## src/rtl/nmi2axi4l_pkg.sv

```systemverilog
// nmi2axi4l_pkg
// Shared definitions for the NMI to AXI4-Lite bridge:
//   - AXI4-Lite response codes and protection encodings
//   - nmi_req_t: the NMI request as captured when the bridge accepts it
//   - resp_is_err(): anything other than OKAY is reported to the core as an error
package nmi2axi4l_pkg;

  localparam logic [1:0] RESP_OKAY   = 2'b00;
  localparam logic [1:0] RESP_EXOKAY = 2'b01;
  localparam logic [1:0] RESP_SLVERR = 2'b10;
  localparam logic [1:0] RESP_DECERR = 2'b11;

  // Unprivileged, secure accesses; bit 2 marks an instruction fetch.
  localparam logic [2:0] PROT_DATA  = 3'b000;
  localparam logic [2:0] PROT_INSTR = 3'b100;

  typedef struct packed {
    logic [31:0] addr;
    logic [31:0] wdata;
    logic [3:0]  wstrb;
    logic        instr;
  } nmi_req_t;

  function automatic logic resp_is_err(input logic [1:0] resp);
    return resp != RESP_OKAY;
  endfunction

endpackage

```

## src/rtl/nmi2axi4l_if.sv

```systemverilog
// nmi2axi4l_if
// AXI4-Lite bus between the bridge (master modport) and a slave (slave modport).
// Channels: AW (awaddr/awprot), W (wdata/wstrb), B (bresp), AR (araddr/arprot),
// R (rdata/rresp), each with its valid/ready pair.
//
// Handshake rule on every channel: a transfer happens on the rising clock edge
// where valid and ready are both high. Once valid is raised it, and the channel
// payload, stay unchanged until that edge; ready may be raised or dropped freely.
interface nmi2axi4l_if;

  logic [31:0] awaddr;
  logic [2:0]  awprot;
  logic        awvalid;
  logic        awready;

  logic [31:0] wdata;
  logic [3:0]  wstrb;
  logic        wvalid;
  logic        wready;

  logic [1:0]  bresp;
  logic        bvalid;
  logic        bready;

  logic [31:0] araddr;
  logic [2:0]  arprot;
  logic        arvalid;
  logic        arready;

  logic [31:0] rdata;
  logic [1:0]  rresp;
  logic        rvalid;
  logic        rready;

  modport master (
    output awaddr, awprot, awvalid, input awready,
    output wdata, wstrb, wvalid, input wready,
    input  bresp, bvalid, output bready,
    output araddr, arprot, arvalid, input arready,
    input  rdata, rresp, rvalid, output rready
  );

  modport slave (
    input  awaddr, awprot, awvalid, output awready,
    input  wdata, wstrb, wvalid, output wready,
    output bresp, bvalid, input bready,
    input  araddr, arprot, arvalid, output arready,
    output rdata, rresp, rvalid, input rready
  );

endinterface

```

## src/rtl/nmi2axi4l.sv

```systemverilog
// nmi2axi4l
// Bridge from the native memory interface (NMI) of a simple core to a
// single-outstanding AXI4-Lite master port.
//
// Ports:
//   clk_i, rst_n_i    clock, asynchronous active-low reset
//   mem_valid_i       NMI request, held by the core until mem_ready_o
//   mem_instr_i       instruction fetch flag (drives arprot bit 2)
//   mem_addr_i        byte address
//   mem_wdata_i       write data
//   mem_wstrb_i       byte strobes, 4'b0000 means read
//   mem_rdata_o       read data, valid with mem_ready_o (0 after a write)
//   mem_ready_o       one-cycle registered completion pulse
//   err_o             pulses with mem_ready_o on a non-OKAY response or timeout
//   axi               AXI4-Lite master (nmi2axi4l_if.master)
//   dbg_state_o       current FSM state: 0 IDLE, 1 WR_REQ, 2 WR_RESP,
//                     3 RD_REQ, 4 RD_RESP
//
// Optional build macro NMI2AXI4L_TIMEOUT_EN adds a response watchdog of
// TIMEOUT_CYCLES busy cycles. On expiry the core gets an error completion with
// read data 32'hFFFF_FFFF right away, while the bridge keeps finishing the AXI
// transaction in the background and swallows its completion.
module nmi2axi4l
  import nmi2axi4l_pkg::*;
#(
  parameter int TIMEOUT_CYCLES = 1024
) (
  input  logic        clk_i,
  input  logic        rst_n_i,
  input  logic        mem_valid_i,
  input  logic        mem_instr_i,
  input  logic [31:0] mem_addr_i,
  input  logic [31:0] mem_wdata_i,
  input  logic [3:0]  mem_wstrb_i,
  output logic [31:0] mem_rdata_o,
  output logic        mem_ready_o,
  output logic        err_o,
  nmi2axi4l_if.master axi,
  output logic [2:0]  dbg_state_o
);

  typedef enum logic [2:0] {
    S_IDLE    = 3'd0,
    S_WR_REQ  = 3'd1,
    S_WR_RESP = 3'd2,
    S_RD_REQ  = 3'd3,
    S_RD_RESP = 3'd4
  } state_t;

  state_t      state_q, state_d;
  nmi_req_t    req_q;
  logic        aw_done_q, aw_done_d;
  logic        w_done_q, w_done_d;
  logic        ready_q, ready_d;
  logic        err_q, err_d;
  logic [31:0] rdata_q, rdata_d;
  logic        accept;
  logic        complete;
  logic        aw_hs, w_hs;
  logic        expire;
  logic        aborted_q;

  // Valids and readies are decoded from state so an asynchronous reset clears
  // them immediately. AW and W each drop after their own handshake.
  assign axi.awvalid = (state_q == S_WR_REQ) && !aw_done_q;
  assign axi.wvalid  = (state_q == S_WR_REQ) && !w_done_q;
  assign axi.bready  = (state_q == S_WR_RESP);
  assign axi.arvalid = (state_q == S_RD_REQ);
  assign axi.rready  = (state_q == S_RD_RESP);

  // Payloads come straight from the captured request, so they cannot move
  // while a valid is up.
  assign axi.awaddr = req_q.addr;
  assign axi.awprot = PROT_DATA;
  assign axi.wdata  = req_q.wdata;
  assign axi.wstrb  = req_q.wstrb;
  assign axi.araddr = req_q.addr;
  assign axi.arprot = req_q.instr ? PROT_INSTR : PROT_DATA;

  assign aw_hs = axi.awvalid && axi.awready;
  assign w_hs  = axi.wvalid && axi.wready;

  // The AXI transaction finishes this cycle (B or R handshake).
  assign complete = ((state_q == S_WR_RESP) && axi.bvalid) ||
                    ((state_q == S_RD_RESP) && axi.rvalid);

  assign mem_ready_o = ready_q;
  assign err_o       = err_q;
  assign mem_rdata_o = rdata_q;
  assign dbg_state_o = state_q;

`ifdef NMI2AXI4L_TIMEOUT_EN
  localparam int CNT_W = $clog2(TIMEOUT_CYCLES + 1);
  localparam logic [CNT_W-1:0] CNT_MAX  = CNT_W'(TIMEOUT_CYCLES);
  localparam logic [CNT_W-1:0] CNT_LAST = CNT_W'(TIMEOUT_CYCLES - 1);

  logic [CNT_W-1:0] cnt_q;

  // Expiry is the edge at which the counter reaches TIMEOUT_CYCLES. A real
  // completion in that same cycle takes priority and is reported normally.
  assign expire = (state_q != S_IDLE) && !aborted_q && (cnt_q == CNT_LAST) && !complete;

  always_ff @(posedge clk_i or negedge rst_n_i) begin
    if (!rst_n_i) begin
      cnt_q     <= '0;
      aborted_q <= 1'b0;
    end else begin
      if (accept) begin
        cnt_q <= '0;
      end else if ((state_q != S_IDLE) && (cnt_q != CNT_MAX)) begin
        cnt_q <= cnt_q + 1'b1;
      end
      // Aborted lasts until the background transaction drains back to IDLE.
      if (complete) begin
        aborted_q <= 1'b0;
      end else if (expire) begin
        aborted_q <= 1'b1;
      end
    end
  end
`else
  logic unused_timeout;

  assign expire         = 1'b0;
  assign aborted_q      = 1'b0;
  assign unused_timeout = (TIMEOUT_CYCLES > 0);
`endif

  always_comb begin
    state_d   = state_q;
    aw_done_d = aw_done_q;
    w_done_d  = w_done_q;
    accept    = 1'b0;
    ready_d   = 1'b0;
    err_d     = 1'b0;
    rdata_d   = rdata_q;
    case (state_q)
      S_IDLE: begin
        // Not in the completion cycle: a still-high mem_valid_i there belongs
        // to the request just finished.
        if (mem_valid_i && !ready_q) begin
          accept    = 1'b1;
          aw_done_d = 1'b0;
          w_done_d  = 1'b0;
          state_d   = (|mem_wstrb_i) ? S_WR_REQ : S_RD_REQ;
        end
      end
      S_WR_REQ: begin
        aw_done_d = aw_done_q || aw_hs;
        w_done_d  = w_done_q || w_hs;
        if (aw_done_d && w_done_d) begin
          state_d = S_WR_RESP;
        end
      end
      S_WR_RESP: begin
        if (axi.bvalid) begin
          state_d = S_IDLE;
          ready_d = 1'b1;
          err_d   = resp_is_err(axi.bresp);
          rdata_d = '0;
        end
      end
      S_RD_REQ: begin
        if (axi.arready) begin
          state_d = S_RD_RESP;
        end
      end
      S_RD_RESP: begin
        if (axi.rvalid) begin
          state_d = S_IDLE;
          ready_d = 1'b1;
          err_d   = resp_is_err(axi.rresp);
          rdata_d = axi.rdata;
        end
      end
      default: begin
        state_d = S_IDLE;
      end
    endcase

    if (aborted_q) begin
      // The core was already answered by the watchdog.
      ready_d = 1'b0;
      err_d   = 1'b0;
      rdata_d = rdata_q;
    end else if (expire) begin
      ready_d = 1'b1;
      err_d   = 1'b1;
      rdata_d = 32'hFFFF_FFFF;
    end
  end

  always_ff @(posedge clk_i or negedge rst_n_i) begin
    if (!rst_n_i) begin
      state_q   <= S_IDLE;
      req_q     <= '0;
      aw_done_q <= 1'b0;
      w_done_q  <= 1'b0;
      ready_q   <= 1'b0;
      err_q     <= 1'b0;
      rdata_q   <= '0;
    end else begin
      state_q   <= state_d;
      aw_done_q <= aw_done_d;
      w_done_q  <= w_done_d;
      ready_q   <= ready_d;
      err_q     <= err_d;
      rdata_q   <= rdata_d;
      if (accept) begin
        req_q.addr  <= mem_addr_i;
        req_q.wdata <= mem_wdata_i;
        req_q.wstrb <= mem_wstrb_i;
        req_q.instr <= mem_instr_i;
      end
    end
  end

endmodule

```

## src/flat_wrapper.sv

```systemverilog
// flat-port wrapper written by rule: the top's interface ports become plain ports
module nmi2axi4l_flat import nmi2axi4l_pkg::*;
#(
  parameter int TIMEOUT_CYCLES = 1024
)
  (clk_i, rst_n_i, mem_valid_i, mem_instr_i, mem_addr_i, mem_wdata_i, mem_wstrb_i, mem_rdata_o, mem_ready_o, err_o, dbg_state_o, axi_awaddr, axi_awprot, axi_awvalid, axi_awready, axi_wdata, axi_wstrb, axi_wvalid, axi_wready, axi_bresp, axi_bvalid, axi_bready, axi_araddr, axi_arprot, axi_arvalid, axi_arready, axi_rdata, axi_rresp, axi_rvalid, axi_rready);
  nmi2axi4l_if axi_i ();
  input  logic clk_i;
  input  logic rst_n_i;
  input  logic mem_valid_i;
  input  logic mem_instr_i;
  input  logic [31:0] mem_addr_i;
  input  logic [31:0] mem_wdata_i;
  input  logic [3:0] mem_wstrb_i;
  output logic [31:0] mem_rdata_o;
  output logic mem_ready_o;
  output logic err_o;
  output logic [2:0] dbg_state_o;
  output wire logic [$bits(axi_i.awaddr)-1:0] axi_awaddr;
  output wire logic [$bits(axi_i.awprot)-1:0] axi_awprot;
  output wire logic [$bits(axi_i.awvalid)-1:0] axi_awvalid;
  input wire logic [$bits(axi_i.awready)-1:0] axi_awready;
  output wire logic [$bits(axi_i.wdata)-1:0] axi_wdata;
  output wire logic [$bits(axi_i.wstrb)-1:0] axi_wstrb;
  output wire logic [$bits(axi_i.wvalid)-1:0] axi_wvalid;
  input wire logic [$bits(axi_i.wready)-1:0] axi_wready;
  input wire logic [$bits(axi_i.bresp)-1:0] axi_bresp;
  input wire logic [$bits(axi_i.bvalid)-1:0] axi_bvalid;
  output wire logic [$bits(axi_i.bready)-1:0] axi_bready;
  output wire logic [$bits(axi_i.araddr)-1:0] axi_araddr;
  output wire logic [$bits(axi_i.arprot)-1:0] axi_arprot;
  output wire logic [$bits(axi_i.arvalid)-1:0] axi_arvalid;
  input wire logic [$bits(axi_i.arready)-1:0] axi_arready;
  input wire logic [$bits(axi_i.rdata)-1:0] axi_rdata;
  input wire logic [$bits(axi_i.rresp)-1:0] axi_rresp;
  input wire logic [$bits(axi_i.rvalid)-1:0] axi_rvalid;
  output wire logic [$bits(axi_i.rready)-1:0] axi_rready;
  assign axi_awaddr = axi_i.awaddr;
  assign axi_awprot = axi_i.awprot;
  assign axi_awvalid = axi_i.awvalid;
  assign axi_i.awready = axi_awready;
  assign axi_wdata = axi_i.wdata;
  assign axi_wstrb = axi_i.wstrb;
  assign axi_wvalid = axi_i.wvalid;
  assign axi_i.wready = axi_wready;
  assign axi_i.bresp = axi_bresp;
  assign axi_i.bvalid = axi_bvalid;
  assign axi_bready = axi_i.bready;
  assign axi_araddr = axi_i.araddr;
  assign axi_arprot = axi_i.arprot;
  assign axi_arvalid = axi_i.arvalid;
  assign axi_i.arready = axi_arready;
  assign axi_i.rdata = axi_rdata;
  assign axi_i.rresp = axi_rresp;
  assign axi_i.rvalid = axi_rvalid;
  assign axi_rready = axi_i.rready;
  nmi2axi4l #(.TIMEOUT_CYCLES(TIMEOUT_CYCLES)) u_core (.clk_i(clk_i), .rst_n_i(rst_n_i), .mem_valid_i(mem_valid_i), .mem_instr_i(mem_instr_i), .mem_addr_i(mem_addr_i), .mem_wdata_i(mem_wdata_i), .mem_wstrb_i(mem_wstrb_i), .mem_rdata_o(mem_rdata_o), .mem_ready_o(mem_ready_o), .err_o(err_o), .axi(axi_i), .dbg_state_o(dbg_state_o));
endmodule
```

## config.mk

```make
export PLATFORM = sky130hd
export DESIGN_NAME = nmi2axi4l_flat
export DESIGN_NICKNAME = d
export VERILOG_FILES = /design/src/rtl/nmi2axi4l_pkg.sv /design/src/rtl/nmi2axi4l_if.sv /design/src/rtl/nmi2axi4l.sv /design/src/flat_wrapper.sv
export SDC_FILE = /design/constraint.sdc
export NUM_CORES = 1
export LEC_CHECK = 0
export CORE_ASPECT_RATIO = 0.7
export CORE_MARGIN = 5
export CORE_UTILIZATION = 35
export CTS_BUF_LIST = sky130_fd_sc_hd__clkbuf_4 sky130_fd_sc_hd__clkbuf_8
export DETAILED_ROUTE_END_ITERATION = 6
export HOLD_SLACK_MARGIN = 0.08
export PLACE_DENSITY = 0.83
export SYNTH_ARGS = -nofsm -noshare
export SYNTH_HDL_FRONTEND = slang
export SYNTH_SLANG_ARGS = --single-unit
```

## constraint.sdc

```tcl
create_clock -name clk_i -period 1.68 [get_ports clk_i]
set_input_delay 0.336 -clock clk_i [delete_from_list [all_inputs] [get_ports clk_i]]
set_output_delay 0.336 -clock clk_i [all_outputs]
set_load 0.005 [all_outputs]
```

# Yosys cells after proc, flatten, opt, wreduce, memory -nomap -nowiden
# Cells that the tools add are included.
# classes
n_reduce_logical	20
n_eq_ne	9
mux	22
# op_table
cell	count
2-to-1 mux 32 bit	2
case mux 32 bit (2 select lines)	1
2-to-1 mux 3 bit	6
case mux 3 bit (5 select lines)	1
case mux 1 bit (2 select lines)	4
nonzero test 2 bit	4
2-to-1 mux 1 bit	7
== test 3 x 2 -> 1 bit, second input constant	2
logical AND 1 bit	6
!= test 2 bit, second input constant	3
AND reduction 5 bit	1
!= test 2 x 1 -> 1 bit, second input constant	2
OR reduction 4 bit	1
== test 3 x 1 -> 1 bit, second input constant	1
== test 3 bit, second input constant	1
zero test 1 bit	3
zero test 3 bit	1
AND reduction 3 bit	1
logical OR 1 bit	2
2-to-1 mux 2 bit	1
AND reduction 2 bit	1
# totals
output_inout_bits	148
reg_bits	108
word_cells	61
inputBits	113

# Depth between registers and ports, before layout
# depth
depth_word	7
ltp_mapped	6
ltp_nobuf	3

# Worst setup path after synthesis
# OpenSTA, ideal clock, no wires.
# synth_path
path_type	register -> register
startpoint	register u_core.state_q[1] (netlist: u_core.dbg_state_o[1])
endpoint	register, netlist name u_core.axi.wdata[10]
t_required_ns	1.553
arrival_time_ns	1.619
path_stages_with_launch	6
synth_period_minus_slack_ns	1.746
path_slack_ns	-0.066
path_buffers	2
setup_ns	0.127
cell_sequence	dfrtp_1 -> or3b_4 -> nor3_4 -> buf_4 -> buf_6 -> mux2_1
# synth_via
elab_chain_cells	2
# synth_lines
item	line	rtl
start: declaration	nmi2axi4l.sv:50	state_t state_q, state_d;
start signal: assignment	nmi2axi4l.sv:203	state_q <= state_d;
zero test 3 bit	nmi2axi4l.sv:137	case (state_q)
2-to-1 mux 1 bit	nmi2axi4l.sv:137	
# No other way between the ends.
# A chain may end at the register's enable or synchronous reset.

# Worst setup path in the final report
# layout_path
startpoint	register u_core.state_q[1] (netlist: u_core.dbg_state_o[1])
endpoint	register u_core.req_q (netlist bit u_core.axi.araddr[13])
# layout_via
elab_chain_cells	2
# layout_lines
item	line	rtl
zero test 3 bit	nmi2axi4l.sv:137	
2-to-1 mux 1 bit	nmi2axi4l.sv:137	
end: declaration	nmi2axi4l.sv:51	nmi_req_t req_q;
# No other way between the ends.

==> run summary <==
The run finished, with violations left. The final reports fail on setup timing. The maximum VDD drop came out at approximately 0.85 mV. The total negative slack is -18.35 ns.

The largest individual stage delay along the critical path comes from the cell dfrtp_1. The total leakage power is around 0.0037 uW. The worst hold path belongs to the class in2reg. The number of clock sinks is around 110. The routed layout has 3785 vias. The number of global-route vias before repair came out at 3909. By area the synthesized netlist is led by dfrtp_1 (60%), mux2_2 (9.4%), mux2_1 (7.0%).

The vertical die dimension is about 110 um. The type of the worst setup path is reg2reg. Of all cell types, the one taking the most synthesized area is dfrtp_1. The maximum buffer depth of the clock tree came out at 2. TritonCTS built the clock tree.

The number of enable-type register cells in the synthesized netlist is 0. The number of buffers created by CTS is 9. The worst hold slack after final layout is about 0.50 ns. The worst setup margin is -0.2792 ns. The number of buffer and inverter stages on the critical path came out at 3. At the pin with the least slew margin, the transition time is roughly 0.57 ns. The number of antenna diodes in the final layout is 0. The most used flip-flop cell after synthesis is dfrtp_1.

The minimum clock period came out at approximately 2.0 ns. The final setup violation count came out at ~110. Entering global routing, the biggest net connects 109 pins. The library cell used most frequently in the layout, excluding fill and tap cells, is clkdlybuf4s50_1. The root buffer cell chosen for the clock tree is clkbuf_8. The number of top-level design ports is between 200 and 300. After filler insertion, the fill cell instance count of the layout stands at between 800 and 900. The async set or reset register ratio after synthesis is 100.0%. The data required time of the worst path came out at 1.93 ns.

The kind of cell adding the most delay to the critical path is simple AND/OR/NAND/NOR gates. Cells with a size suffix above 1 make up just under 30% of the layout. CTS built an H-tree with a depth of 3.

The area of the multi-input gates came out at ~0.0019 mm^2. The power density relative to cell area is between 1500 and 2000 mW/mm^2. The post-detailed-placement half-perimeter wirelength is approximately 9700 um. The post-route DRC violation count is 0. The clock reaches the later pin of the worst-skew pair after ~0.36 ns.

The remaining antenna violation count came out at 0. The number of max-slew violations in the final report is 0. The most numerous cell type found on the critical path is buf_6. The startpoint type of the worst setup path is a flip-flop. Across the routed clock network, the largest skew measured is around 0.005 ns. The number of maximum-capacitance violations is 0.

The instance area at placement came out at a little over 0.007 mm^2. In the layout the commonest cells are clkdlybuf4s50_1 (232), dfrtp_1 (108), mux2_4 (46). The worst stage delay on the critical path came out at between 0.4 and 0.5 ns.

The count of routing violations after the opening detailed-route iteration is approximately 100. The relative max-transition margin came out at 61.93%. Across every metal layer, demand over resource in global routing totals 17.56%. The number of antenna violations at the first check in global routing is 0. The first-pass detailed-route iteration total is 4. The aggregate routed wire length came out at 15670 um.

The post-route fraction of the period consumed by the critical path is 116.6%. The die is around 150 um wide. The post-route cell area is around 0.008 mm^2.

The total of warnings raised by yosys came out at 0. The register area share after synthesis came out at 59.64%. After synthesis the cells add up to 0.004532 mm^2. The global route total overflow came out at 0.

The area growth from synthesis to layout is 81.25%. The post-route core utilization is around 65%. The top-area cell type share of the netlist area is between 50% and 60%. Derived from the worst setup path, the maximum achievable clock frequency is just over 0.5 GHz.

Clock-pin slew was measured on the worst setup and hold paths at 0.10 ns. The mean post-synth cell area came out at 12.35 um^2. The number of nets in the layout came out at between 700 and 800. The area of the placeable core came out at between 0.01 and 0.015 mm^2. Synthesis produced a netlist whose cell count is roughly 370. The flop and latch count out of synthesis came out at 108. The count of buffers added on input and output ports is approximately 260. The nature of the critical path endpoint is a flip-flop. In the final layout, flip-flops and latches occupy between 0.002 and 0.003 mm^2. The first global-routing pass estimated between 20000 and 25000 um of wire. The effective utilization at floorplan is about 36%.

The maximum fanout count along the critical path came out at 8. Dividing the detail-routed wire length by the instance count gives a little under 20 um. The via density per instance came out at approximately 4.8.

The total number of placement rows came out at 34. The worst path arrival time came out at approximately 2.2 ns. The count of distinct cell types in the synthesized netlist came out at 27.

The total power consumption of the routed design is 13500 uW. Setup repair after global routing could not meet its margin everywhere. The routability congestion estimate came out at ~0.73. The number of hold violations in the final report is 0. The area of the die came out at between 0.015 and 0.02 mm^2. The critical path goes through buf_6 > or3b_4 > nor3_4 > buf_6 > clkbuf_16 > mux2_4.
## where the power goes
group          internal (uW)  switching (uW)
registers               3780             778
clock network            762             859
logic                   4940            2380
## metrics by stage
step,cells,setup slack [ns]
6_report,790,-0.2792
5_1_grt,790,-0.3214
4_1_cts,767,-0.2238
3_5_place_dp,742,-0.5127
3_3_place_gp,742,-0.4916
2_1_floorplan,371,-0.04017
## area by class of cell
type / count / share of cell area (%)
Sequential cell: 108 / 32.90
Multi-Input combinational cell: 204 / 22.60
Clock inverter: 3 / 0.5636
Timing Repair Buffer: 302 / 39.62
Tap cell: 162 / 2.468
Clock buffer: 11 / 1.843
## routing by layer
layer	track usage [%]	wire length, um
met1	19.80	6272
met2	31.54	7897
met3	6.621	1237
met4	4.497	259
met5	0	0
## cells in the mapped netlist (2+ instances only)
cell	count
or3_1	2
mux2_2	38
nor4bb_1	2
mux2_1	28
buf_4	38
mux2_4	4
o22ai_1	2
nor3b_1	2
buf_6	4
nand2_1	67
o21ai_0	34
a21oi_1	3
buf_2	10
clkbuf_1	7
dfrtp_1	108
nor2_1	7
## what timing repair did
action                                 in CTS  in global routing
hold buffers                                1                  0
endpoints found under the hold margin     108                  0
gates cloned                                3                 11
pin swaps                                   2                 15
setup buffers                               7                 13
gates resized for setup                    67                139
setup endpoints to repair                  80                129
## state kept, by name, summed over array words and instances, names as in the netlist
| register | cells |
|---|---|
| u_core.aw_done_q | 1 |
| u_core.dbg_state_o | 3 |
| u_core.mem_rdata_o | 32 |
| u_core.req_q | 1 |
| u_core.mem_ready_o | 1 |
| u_core.axi.wstrb | 4 |
| u_core.axi.wdata | 32 |
| u_core.axi.araddr | 32 |
| u_core.err_o | 1 |
| u_core.w_done_q | 1 |
## worst register-to-register path, delay by kind of cell (launching register included)
family	cells	cell delay [ns]
multiplexers	1	0.31
flip-flops	1	0.41
buffers and inverters	3	0.51
AND/OR/NAND/NOR	2	0.62
## cells by family after synthesis
logic type      synth area share, %
buf+inv                       8.973
flops                         59.64
simple gates                  8.863
mux                           17.73
compound gates                4.721
other cells                 0.08275
## worst paths after layout
path / to / cells after the start / slack (ns) / startpoint
min in group asynchronous: u_core.axi.wdata[30] / 3 / 0.58 / rst_n_i
max reg2reg: u_core.axi.araddr[13] / 6 / -0.28 / u_core.dbg_state_o[1]
min reg2reg: u_core.axi.wdata[24] / 1 / 0.51 / u_core.axi.wdata[24]
max in group asynchronous: u_core.axi.wdata[5] / 3 / 0.67 / rst_n_i
min: u_core.mem_rdata_o[7] / 3 / 0.50 / axi_rdata[7]
max: u_core.axi.araddr[13] / 6 / -0.28 / u_core.dbg_state_o[1]
Power figures use the tool's default switching activity.
